$ cat src/rtl/pipe_pkg.sv
// pipe_pkg
// Shared definitions for the pipeline hazard controller: the hazard FSM
// state type, the EX operand forwarding select encodings and the register
// index width used by every pipeline register-number field.
package pipe_pkg;

  localparam int REG_IDX_W = 5;

  typedef enum logic [1:0] {
    RUN      = 2'd0,
    MEM_WAIT = 2'd1,
    ERROR    = 2'd2
  } hazard_state_t;

  localparam logic [1:0] FWD_RF  = 2'b00;
  localparam logic [1:0] FWD_WB  = 2'b01;
  localparam logic [1:0] FWD_MEM = 2'b10;

endpackage

$ cat src/rtl/pipe_hazard_ctrl_if.sv
// pipe_hazard_ctrl_if
// Bundle between the datapath and the hazard controller.
//   master : datapath side, drives the stage register numbers/flags and
//            the memory handshake, receives enables, flushes, redirect,
//            forwarding selects, the error flag and the counters.
//   slave  : the hazard controller itself.
interface pipe_hazard_ctrl_if #(parameter int CNT_W = 32);
  import pipe_pkg::*;

  logic [REG_IDX_W-1:0] idRs1, idRs2, exRd, memRd, wbRd;
  logic                 idUse1, idUse2;
  logic                 exRegWrite, exMemRead, exBrTaken;
  logic                 memRegWrite, memReq, memReady;
  logic                 wbRegWrite;

  logic                 pcEn, ifidEn, idexEn, exmemEn, memwbEn;
  logic                 ifidFlush, idexFlush, memwbFlush;
  logic                 pcRedirect;
  logic [1:0]           fwdA, fwdB;
  logic                 memErr;
  logic [CNT_W-1:0]     stallCnt, flushCnt;

  modport master (
    output idRs1, idRs2, idUse1, idUse2, exRd, exRegWrite, exMemRead,
           exBrTaken, memRd, memRegWrite, memReq, memReady, wbRd, wbRegWrite,
    input  pcEn, ifidEn, idexEn, exmemEn, memwbEn, ifidFlush, idexFlush,
           memwbFlush, pcRedirect, fwdA, fwdB, memErr, stallCnt, flushCnt
  );

  modport slave (
    input  idRs1, idRs2, idUse1, idUse2, exRd, exRegWrite, exMemRead,
           exBrTaken, memRd, memRegWrite, memReq, memReady, wbRd, wbRegWrite,
    output pcEn, ifidEn, idexEn, exmemEn, memwbEn, ifidFlush, idexFlush,
           memwbFlush, pcRedirect, fwdA, fwdB, memErr, stallCnt, flushCnt
  );

endinterface

$ cat src/rtl/pipe_hazard_ctrl_fwd.sv
// hazard_fwd_unit
// Purely combinational operand forwarding compare for the two EX operands.
//   memRd/memRegWrite : producer in EX/MEM (youngest, highest priority)
//   wbRd/wbRegWrite   : producer in MEM/WB
//   rs1/rs2           : source registers of the instruction being fed to EX
//   fwdA/fwdB         : FWD_MEM, FWD_WB or FWD_RF per operand
module hazard_fwd_unit
  import pipe_pkg::*;
(
  input  logic [REG_IDX_W-1:0] memRd,
  input  logic                 memRegWrite,
  input  logic [REG_IDX_W-1:0] wbRd,
  input  logic                 wbRegWrite,
  input  logic [REG_IDX_W-1:0] rs1,
  input  logic [REG_IDX_W-1:0] rs2,
  output logic [1:0]           fwdA,
  output logic [1:0]           fwdB
);

  // x0 is hard-wired zero, so a write to it must never be forwarded.
  function automatic logic [1:0] selectFor(input logic [REG_IDX_W-1:0] src,
                                           input logic [REG_IDX_W-1:0] mRd,
                                           input logic                 mWr,
                                           input logic [REG_IDX_W-1:0] wRd,
                                           input logic                 wWr);
    logic [1:0] sel;
    sel = FWD_RF;
    if (mWr && (mRd != '0) && (mRd == src)) begin
      sel = FWD_MEM;
    end else if (wWr && (wRd != '0) && (wRd == src)) begin
      sel = FWD_WB;
    end
    return sel;
  endfunction

  always_comb begin
    fwdA = selectFor(rs1, memRd, memRegWrite, wbRd, wbRegWrite);
    fwdB = selectFor(rs2, memRd, memRegWrite, wbRd, wbRegWrite);
  end

endmodule

$ cat src/rtl/pipe_hazard_ctrl.sv
// pipe_hazard_ctrl
// Central hazard/stall controller for the five-stage pipeline.
//   clkIn  : pipeline clock, rising edge
//   resetn : asynchronous active-low reset
//   hif    : slave side of pipe_hazard_ctrl_if (stage info in; register
//            enables, flushes, PC redirect, forwarding selects, sticky
//            memory-timeout error and stall/flush counters out)
// Strobes are combinational from inputs and state; the FSM, wait counter,
// error flag and performance counters are registered.
module pipe_hazard_ctrl
  import pipe_pkg::*;
#(
  parameter int MEM_TIMEOUT = 255,
  parameter int CNT_W       = 32
) (
  input  logic              clkIn,
  input  logic              resetn,
  pipe_hazard_ctrl_if.slave hif
);

  localparam logic [15:0] TIMEOUT_W = 16'(MEM_TIMEOUT);

  hazard_state_t    state, nextState;
  logic [15:0]      waitCnt, waitNext;
  logic             memErrQ;
  logic [CNT_W-1:0] stallCntQ, flushCntQ;
  logic             memStall, loadUse;
  logic [1:0]       fwdARaw, fwdBRaw;

  hazard_fwd_unit uFwd (
    .memRd       (hif.memRd),
    .memRegWrite (hif.memRegWrite),
    .wbRd        (hif.wbRd),
    .wbRegWrite  (hif.wbRegWrite),
    .rs1         (hif.idRs1),
    .rs2         (hif.idRs2),
    .fwdA        (fwdARaw),
    .fwdB        (fwdBRaw)
  );

  // In MEM_WAIT the access is already outstanding, so only memReady matters.
  assign memStall = ((state == RUN) && hif.memReq && !hif.memReady) ||
                    ((state == MEM_WAIT) && !hif.memReady);

  assign loadUse = hif.exMemRead && (hif.exRd != '0) &&
                   ((hif.idUse1 && (hif.idRs1 == hif.exRd)) ||
                    (hif.idUse2 && (hif.idRs2 == hif.exRd)));

  // Strobe priority: reset, error, memory stall, branch, load-use, normal.
  // A branch wins over load-use because the stalled ID instruction is on
  // the wrong path anyway and gets flushed.
  always_comb begin
    hif.pcEn       = 1'b1;
    hif.ifidEn     = 1'b1;
    hif.idexEn     = 1'b1;
    hif.exmemEn    = 1'b1;
    hif.memwbEn    = 1'b1;
    hif.ifidFlush  = 1'b0;
    hif.idexFlush  = 1'b0;
    hif.memwbFlush = 1'b0;
    hif.pcRedirect = 1'b0;
    if (!resetn) begin
      {hif.pcEn, hif.ifidEn, hif.idexEn, hif.exmemEn, hif.memwbEn} = '0;
      hif.ifidFlush  = 1'b1;
      hif.idexFlush  = 1'b1;
      hif.memwbFlush = 1'b1;
    end else if ((state == ERROR) || memStall) begin
      {hif.pcEn, hif.ifidEn, hif.idexEn, hif.exmemEn, hif.memwbEn} = '0;
      hif.memwbFlush = 1'b1;
    end else if (hif.exBrTaken) begin
      hif.pcRedirect = 1'b1;
      hif.ifidFlush  = 1'b1;
      hif.idexFlush  = 1'b1;
    end else if (loadUse) begin
      hif.pcEn      = 1'b0;
      hif.ifidEn    = 1'b0;
      hif.idexFlush = 1'b1;
    end
  end

  // Forwarding is live in every state but is parked on the regfile in reset.
  always_comb begin
    hif.fwdA     = resetn ? fwdARaw : FWD_RF;
    hif.fwdB     = resetn ? fwdBRaw : FWD_RF;
    hif.memErr   = memErrQ;
    hif.stallCnt = stallCntQ;
    hif.flushCnt = flushCntQ;
  end

  // waitCnt counts stall cycles of the current access, including the first
  // one seen in RUN, so ERROR is entered after exactly MEM_TIMEOUT of them.
  always_comb begin
    nextState = state;
    waitNext  = waitCnt;
    case (state)
      RUN: begin
        if (hif.memReq && !hif.memReady) begin
          waitNext  = 16'd1;
          nextState = (TIMEOUT_W <= 16'd1) ? ERROR : MEM_WAIT;
        end
      end
      MEM_WAIT: begin
        if (hif.memReady) begin
          waitNext  = '0;
          nextState = RUN;
        end else begin
          waitNext = waitCnt + 16'd1;
          if (waitNext >= TIMEOUT_W) begin
            nextState = ERROR;
          end
        end
      end
      ERROR:   nextState = ERROR;
      default: nextState = RUN;
    endcase
  end

  always_ff @(posedge clkIn or negedge resetn) begin
    if (!resetn) begin
      state     <= RUN;
      waitCnt   <= '0;
      memErrQ   <= 1'b0;
      stallCntQ <= '0;
      flushCntQ <= '0;
    end else begin
      state   <= nextState;
      waitCnt <= waitNext;
      memErrQ <= (nextState == ERROR);
      if (!hif.pcEn) begin
        stallCntQ <= stallCntQ + 1'b1;
      end
      if (hif.pcRedirect) begin
        flushCntQ <= flushCntQ + 1'b1;
      end
    end
  end

endmodule

$ cat src/flat_wrapper.sv
// flat-port wrapper written by rule: the top's interface ports become plain ports
module pipe_hazard_ctrl_flat import pipe_pkg::*;
#(
  parameter int MEM_TIMEOUT = 255,
  parameter int CNT_W       = 32
)
  (clkIn, resetn, hif_idRs1, hif_idRs2, hif_idUse1, hif_idUse2, hif_exRd, hif_exRegWrite, hif_exMemRead, hif_exBrTaken, hif_memRd, hif_memRegWrite, hif_memReq, hif_memReady, hif_wbRd, hif_wbRegWrite, hif_pcEn, hif_ifidEn, hif_idexEn, hif_exmemEn, hif_memwbEn, hif_ifidFlush, hif_idexFlush, hif_memwbFlush, hif_pcRedirect, hif_fwdA, hif_fwdB, hif_memErr, hif_stallCnt, hif_flushCnt);
  pipe_hazard_ctrl_if #(.CNT_W(CNT_W)) hif_i ();
  input  logic clkIn;
  input  logic resetn;
  input wire logic [$bits(hif_i.idRs1)-1:0] hif_idRs1;
  input wire logic [$bits(hif_i.idRs2)-1:0] hif_idRs2;
  input wire logic [$bits(hif_i.idUse1)-1:0] hif_idUse1;
  input wire logic [$bits(hif_i.idUse2)-1:0] hif_idUse2;
  input wire logic [$bits(hif_i.exRd)-1:0] hif_exRd;
  input wire logic [$bits(hif_i.exRegWrite)-1:0] hif_exRegWrite;
  input wire logic [$bits(hif_i.exMemRead)-1:0] hif_exMemRead;
  input wire logic [$bits(hif_i.exBrTaken)-1:0] hif_exBrTaken;
  input wire logic [$bits(hif_i.memRd)-1:0] hif_memRd;
  input wire logic [$bits(hif_i.memRegWrite)-1:0] hif_memRegWrite;
  input wire logic [$bits(hif_i.memReq)-1:0] hif_memReq;
  input wire logic [$bits(hif_i.memReady)-1:0] hif_memReady;
  input wire logic [$bits(hif_i.wbRd)-1:0] hif_wbRd;
  input wire logic [$bits(hif_i.wbRegWrite)-1:0] hif_wbRegWrite;
  output wire logic [$bits(hif_i.pcEn)-1:0] hif_pcEn;
  output wire logic [$bits(hif_i.ifidEn)-1:0] hif_ifidEn;
  output wire logic [$bits(hif_i.idexEn)-1:0] hif_idexEn;
  output wire logic [$bits(hif_i.exmemEn)-1:0] hif_exmemEn;
  output wire logic [$bits(hif_i.memwbEn)-1:0] hif_memwbEn;
  output wire logic [$bits(hif_i.ifidFlush)-1:0] hif_ifidFlush;
  output wire logic [$bits(hif_i.idexFlush)-1:0] hif_idexFlush;
  output wire logic [$bits(hif_i.memwbFlush)-1:0] hif_memwbFlush;
  output wire logic [$bits(hif_i.pcRedirect)-1:0] hif_pcRedirect;
  output wire logic [$bits(hif_i.fwdA)-1:0] hif_fwdA;
  output wire logic [$bits(hif_i.fwdB)-1:0] hif_fwdB;
  output wire logic [$bits(hif_i.memErr)-1:0] hif_memErr;
  output wire logic [$bits(hif_i.stallCnt)-1:0] hif_stallCnt;
  output wire logic [$bits(hif_i.flushCnt)-1:0] hif_flushCnt;
  assign hif_i.idRs1 = hif_idRs1;
  assign hif_i.idRs2 = hif_idRs2;
  assign hif_i.idUse1 = hif_idUse1;
  assign hif_i.idUse2 = hif_idUse2;
  assign hif_i.exRd = hif_exRd;
  assign hif_i.exRegWrite = hif_exRegWrite;
  assign hif_i.exMemRead = hif_exMemRead;
  assign hif_i.exBrTaken = hif_exBrTaken;
  assign hif_i.memRd = hif_memRd;
  assign hif_i.memRegWrite = hif_memRegWrite;
  assign hif_i.memReq = hif_memReq;
  assign hif_i.memReady = hif_memReady;
  assign hif_i.wbRd = hif_wbRd;
  assign hif_i.wbRegWrite = hif_wbRegWrite;
  assign hif_pcEn = hif_i.pcEn;
  assign hif_ifidEn = hif_i.ifidEn;
  assign hif_idexEn = hif_i.idexEn;
  assign hif_exmemEn = hif_i.exmemEn;
  assign hif_memwbEn = hif_i.memwbEn;
  assign hif_ifidFlush = hif_i.ifidFlush;
  assign hif_idexFlush = hif_i.idexFlush;
  assign hif_memwbFlush = hif_i.memwbFlush;
  assign hif_pcRedirect = hif_i.pcRedirect;
  assign hif_fwdA = hif_i.fwdA;
  assign hif_fwdB = hif_i.fwdB;
  assign hif_memErr = hif_i.memErr;
  assign hif_stallCnt = hif_i.stallCnt;
  assign hif_flushCnt = hif_i.flushCnt;
  pipe_hazard_ctrl #(.MEM_TIMEOUT(MEM_TIMEOUT), .CNT_W(CNT_W)) u_core (.clkIn(clkIn), .resetn(resetn), .hif(hif_i));
endmodule
$ cat config.mk
export PLATFORM = sky130hd
export DESIGN_NAME = pipe_hazard_ctrl_flat
export DESIGN_NICKNAME = d
export VERILOG_FILES = /design/src/rtl/pipe_pkg.sv /design/src/rtl/pipe_hazard_ctrl_if.sv /design/src/rtl/pipe_hazard_ctrl_fwd.sv /design/src/rtl/pipe_hazard_ctrl.sv /design/src/flat_wrapper.sv
export SDC_FILE = /design/constraint.sdc
export NUM_CORES = 1
export LEC_CHECK = 0
export CAP_MARGIN = 10
export CORE_ASPECT_RATIO = 0.6
export CORE_MARGIN = 2
export CORE_UTILIZATION = 32
export CTS_CLUSTER_SIZE = 14
export DETAILED_ROUTE_END_ITERATION = 8
export PLACE_DENSITY_LB_ADDON = 0.15
export REMOVE_ABC_BUFFERS = 1
export SYNTH_ARGS = -nofsm -noshare
export SYNTH_HDL_FRONTEND = slang
export SYNTH_HIERARCHICAL = 1
export SYNTH_SLANG_ARGS = --single-unit
$ cat constraint.sdc
create_clock -name clkIn -period 2.25 [get_ports clkIn]
set_input_delay 0.45 -clock clkIn [delete_from_list [all_inputs] [get_ports clkIn]]
set_output_delay 0.45 -clock clkIn [all_outputs]
set_load 0.1 [all_outputs]
==> results by group <==
Synth
  – Synth Area in Simple Gates: 0.247
  – Post-synth EDFFs: 0
  – Syn_area_per_cell: 9.96 um2
  – Post-synthesis mux area share: 0.00459
  – Yosys top cell by area: dfrtp_1
  – Complex-gate fraction of the synthesized area: 0.0818
  – Post-Synth Adder-Cell Area: 0.0108
  – Area contributors post-synth: dfrtp_1 (45%), xnor2_1 (10%), xor2_1 (8.1%), nand2_1 (3.6%), nand4_1 (3.0%)
  – Synth Area in XOR/XNOR: 0.182
  – Post-synthesis register bit count: 83
  – Main synth FF type: dfrtp_1
  – Combinational family with the most area after synthesis: simple AND/OR/NAND/NOR gates
  – Yosys warns: 6
  – Cell area after synthesis: 4630 um2
  – FFs w/ async S/R, synth: 1.00
  – Post-synth top area share: 0.448
  – Distinct cells, synth: 55
  – Seq/Total Area, Yosys: 0.448
  – Mapped Cells: 465

Pwr
  – Total internal power: 3.31 mW
  – Sw Share: 0.410
  – Clock share of power: 0.302
  – Cell Pwr Density: 818 nW/um2
  – Max VDD drop: 0.862 mV
  – Sequential power share: 0.327
  – Leak Pwr: 2.98 nW
  – Final Total Pwr: 5.62 mW
  – Sw Pwr: 2.30 mW
  – Gate power share: 0.371

GRT
  – Vias in the first global route: 4001
  – Initial antenna violation count: 0
  – First-pass GRT wire length: 21.6 mm
  – Largest net degree at the start of global routing: 51
  – Aggregate global routing overflow: 0
  – GR Util All Layers: 0.174

STA
  – Slew headroom: 0.570
  – Fmax: 408 MHz
  – Layout Skew: 0.0111 ns
  – Slew Viols, Final: 0
  – Measured slew at the worst slew-check pin: 0.645 ns
  – Setup Viol. Count Final: 2
  – Setup_tns: -0.372 ns
  – Final hold vios: 0
  – Worst hold margin: 0.274 ns
  – RSZ-0062 raised after global routing: yes
  – Final period utilization: 1.09
  – Final min period: 2.45 ns
  – Final worst slack: -0.204 ns

Setup path
  – CP Launch Point: hif_memRd[3]
  – R2r setup slk: 0.14 ns
  – Worst EP required: 1.80 ns
  – Crit path max fanout: 2
  – RR Startpoint: u_core/waitCnt[8]
  – Endpoint class of the critical path: output pin
  – CP Data Arrival Time: 2.00 ns
  – Worst setup SP type: primary input
  – Setup CP Type: primary input to output pin

Layout
  – ANT cells: 0
  – Most frequent cells in the layout: buf_4 (123), dfrtp_1 (79), xnor2_1 (47)
  – Multi-input gate area: 2650 um2
  – Nets@finish: 675
  – Commonest non-fill, non-tap cell in the layout: buf_4
  – Register area: 2080 um2
  – Share of layout cells above drive strength 1: 0.358
  – Post-layout util: 0.493
  – Area grow syn2layout: 48.2%
  – FILL cells: 1281

Die
  – # rows: 33
  – Core box area: 13900 um2
  – Io pins: 114
  – Die Footprint: 15500 um2
  – Initial core utilization: 0.333
  – Die Y: 97.2 um
  – Die width: 159 um

CTS
  – CTS Hold Bufs: 0
  – Clk root buf: clkbuf_16
  – Clock buffer count from CTS: 9
  – Clk Latency, worst-skew pair: 0.33 ns
  – CTS Buffer Depth: 2
  – CTS Sinks: 83
  – H-tree depth: 3
  – Reg clk slew, reported paths: 0.06 ns
  – CTS tree: built

Status
  – Status: finished with violations
  – Failing checks: setup timing

Detailed routing
  – Final WL: 13.1 mm
  – DRT antenna net count: 0
  – # DRC: 0
  – Wirelength per Cell: 15.8 um
  – DR iter-0 viols: 220
  – Vias: 4026
  – Vias/cell: 4.84
  – Drt pass-1 iters: 4

Place
  – GP Congestion: 0.876
  – # port buffers: 112
  – Final HPWL from detailed placement: 9.97 mm

Job
  – Max-Cap Viols: 0

Worst hold path
  – HP Class: primary input to asynchronous set/reset pin
-- final cells by class --
class	count	share of cell area
Inverter	7	0.00437
Sequential cell	83	0.303
Clock inverter	4	0.0144
Clock buffer	11	0.0353
Timing Repair Buffer	175	0.222
Multi-Input combinational cell	359	0.386
Tap cell	192	0.0350
-- power groups by stage --
stage	Clock [mW]	Sequential, mW	Combinational [mW]
finish	1.70	1.84	2.08
global route	1.81	1.87	2.19
CTS	1.75	1.84	2.07
detailed placement	0	1.86	2.04
global placement	0	1.86	2.03
floorplan	0	2.74	0.468
-- sequential cells by signal, summed over array words and instances (netlist names) --
| register | cells |
|---|---|
| u_core/waitCnt | 16 |
| u_core/state | 2 |
| u_core/hif.flushCnt | 32 |
| u_core/hif.memErr | 1 |
| u_core/hif.stallCnt | 32 |
-- metrics by stage --
step	worst slack, ns	instances	cell area (um2)
floorplan	-1.24	449	4540
detailed placement	-0.548	808	6290
finish	-0.204	831	6870
global placement	-0.529	808	6290
global route	-0.249	831	6870
CTS	-0.213	828	6760
-- cell families (layout without fill, tap and decap cells) --
group,after synthesis,after routing
AND/OR/NAND/NOR,201,201
XOR/XNOR,96,96
flip-flops,83,83
AO/OA/AOI/OAI,56,56
buffers and inverters,23,197
adder cells (fa/ha/maj),4,4
multiplexers,2,2
-- path summary, 6_finish.rpt --
kind,cells past startpoint,to
worst min-delay path,2,u_core/waitCnt[12]
min in group clkIn,1,u_core/hif.stallCnt[31]
max in group asynchronous,2,u_core/hif.flushCnt[0]
worst max-delay path,7,hif_fwdA[0]
worst min register to register,1,u_core/hif.stallCnt[31]
worst max register to register,7,u_core/state[0]
-- synth_stat cells, types with 2 or more instances --
library cell and number:
nor2b_1 3, nor3b_1 2, or4_1 3, xor2_1 43, or2_2 2, nor2_1 23
nand3_2 2, and3_1 17, a21oi_1 6, nand3_1 26, o31ai_1 9, and2_1 6
xnor2_1 53, o21ai_0 26, buf_4 5, o41ai_1 2, and4_1 7, clkbuf_1 6
dfrtp_1 83, ha_1 4, nor3_1 12, buf_2 4, nand2_1 44, nor4b_1 4
nand4_1 22, nor4_2 4, nand4_2 2, inv_1 6, nor4_1 13
-- timing repair --
action                                  4_1_cts  5_1_grt
pin swaps                                    19       17
endpoints found under the setup margin       29       18
gates resized for setup                      70       45
buffers inserted                              5        3
cloned                                        0        0
-- metal layers --
| metal | routed length (um) | vias up | GRT usage |
|---|---|---|---|
| li1 | - | 1999 | - |
| met1 | 7030 | 1937 | 0.271 |
| met2 | 5310 | 83 | 0.240 |
| met3 | 699 | 7 | 0.0457 |
| met4 | 78 | 0 | 0.0294 |
| met5 | 0 | - | 0 |
-- critical path: stages --
cell and delay, ns:
buf_6 0.09, or4_4 0.53, o21ai_4 0.23, nor4_4 0.08, nor4_1 0.22, and2_1 0.21
buf_12 0.18
Power figures use the tool's default switching activity.
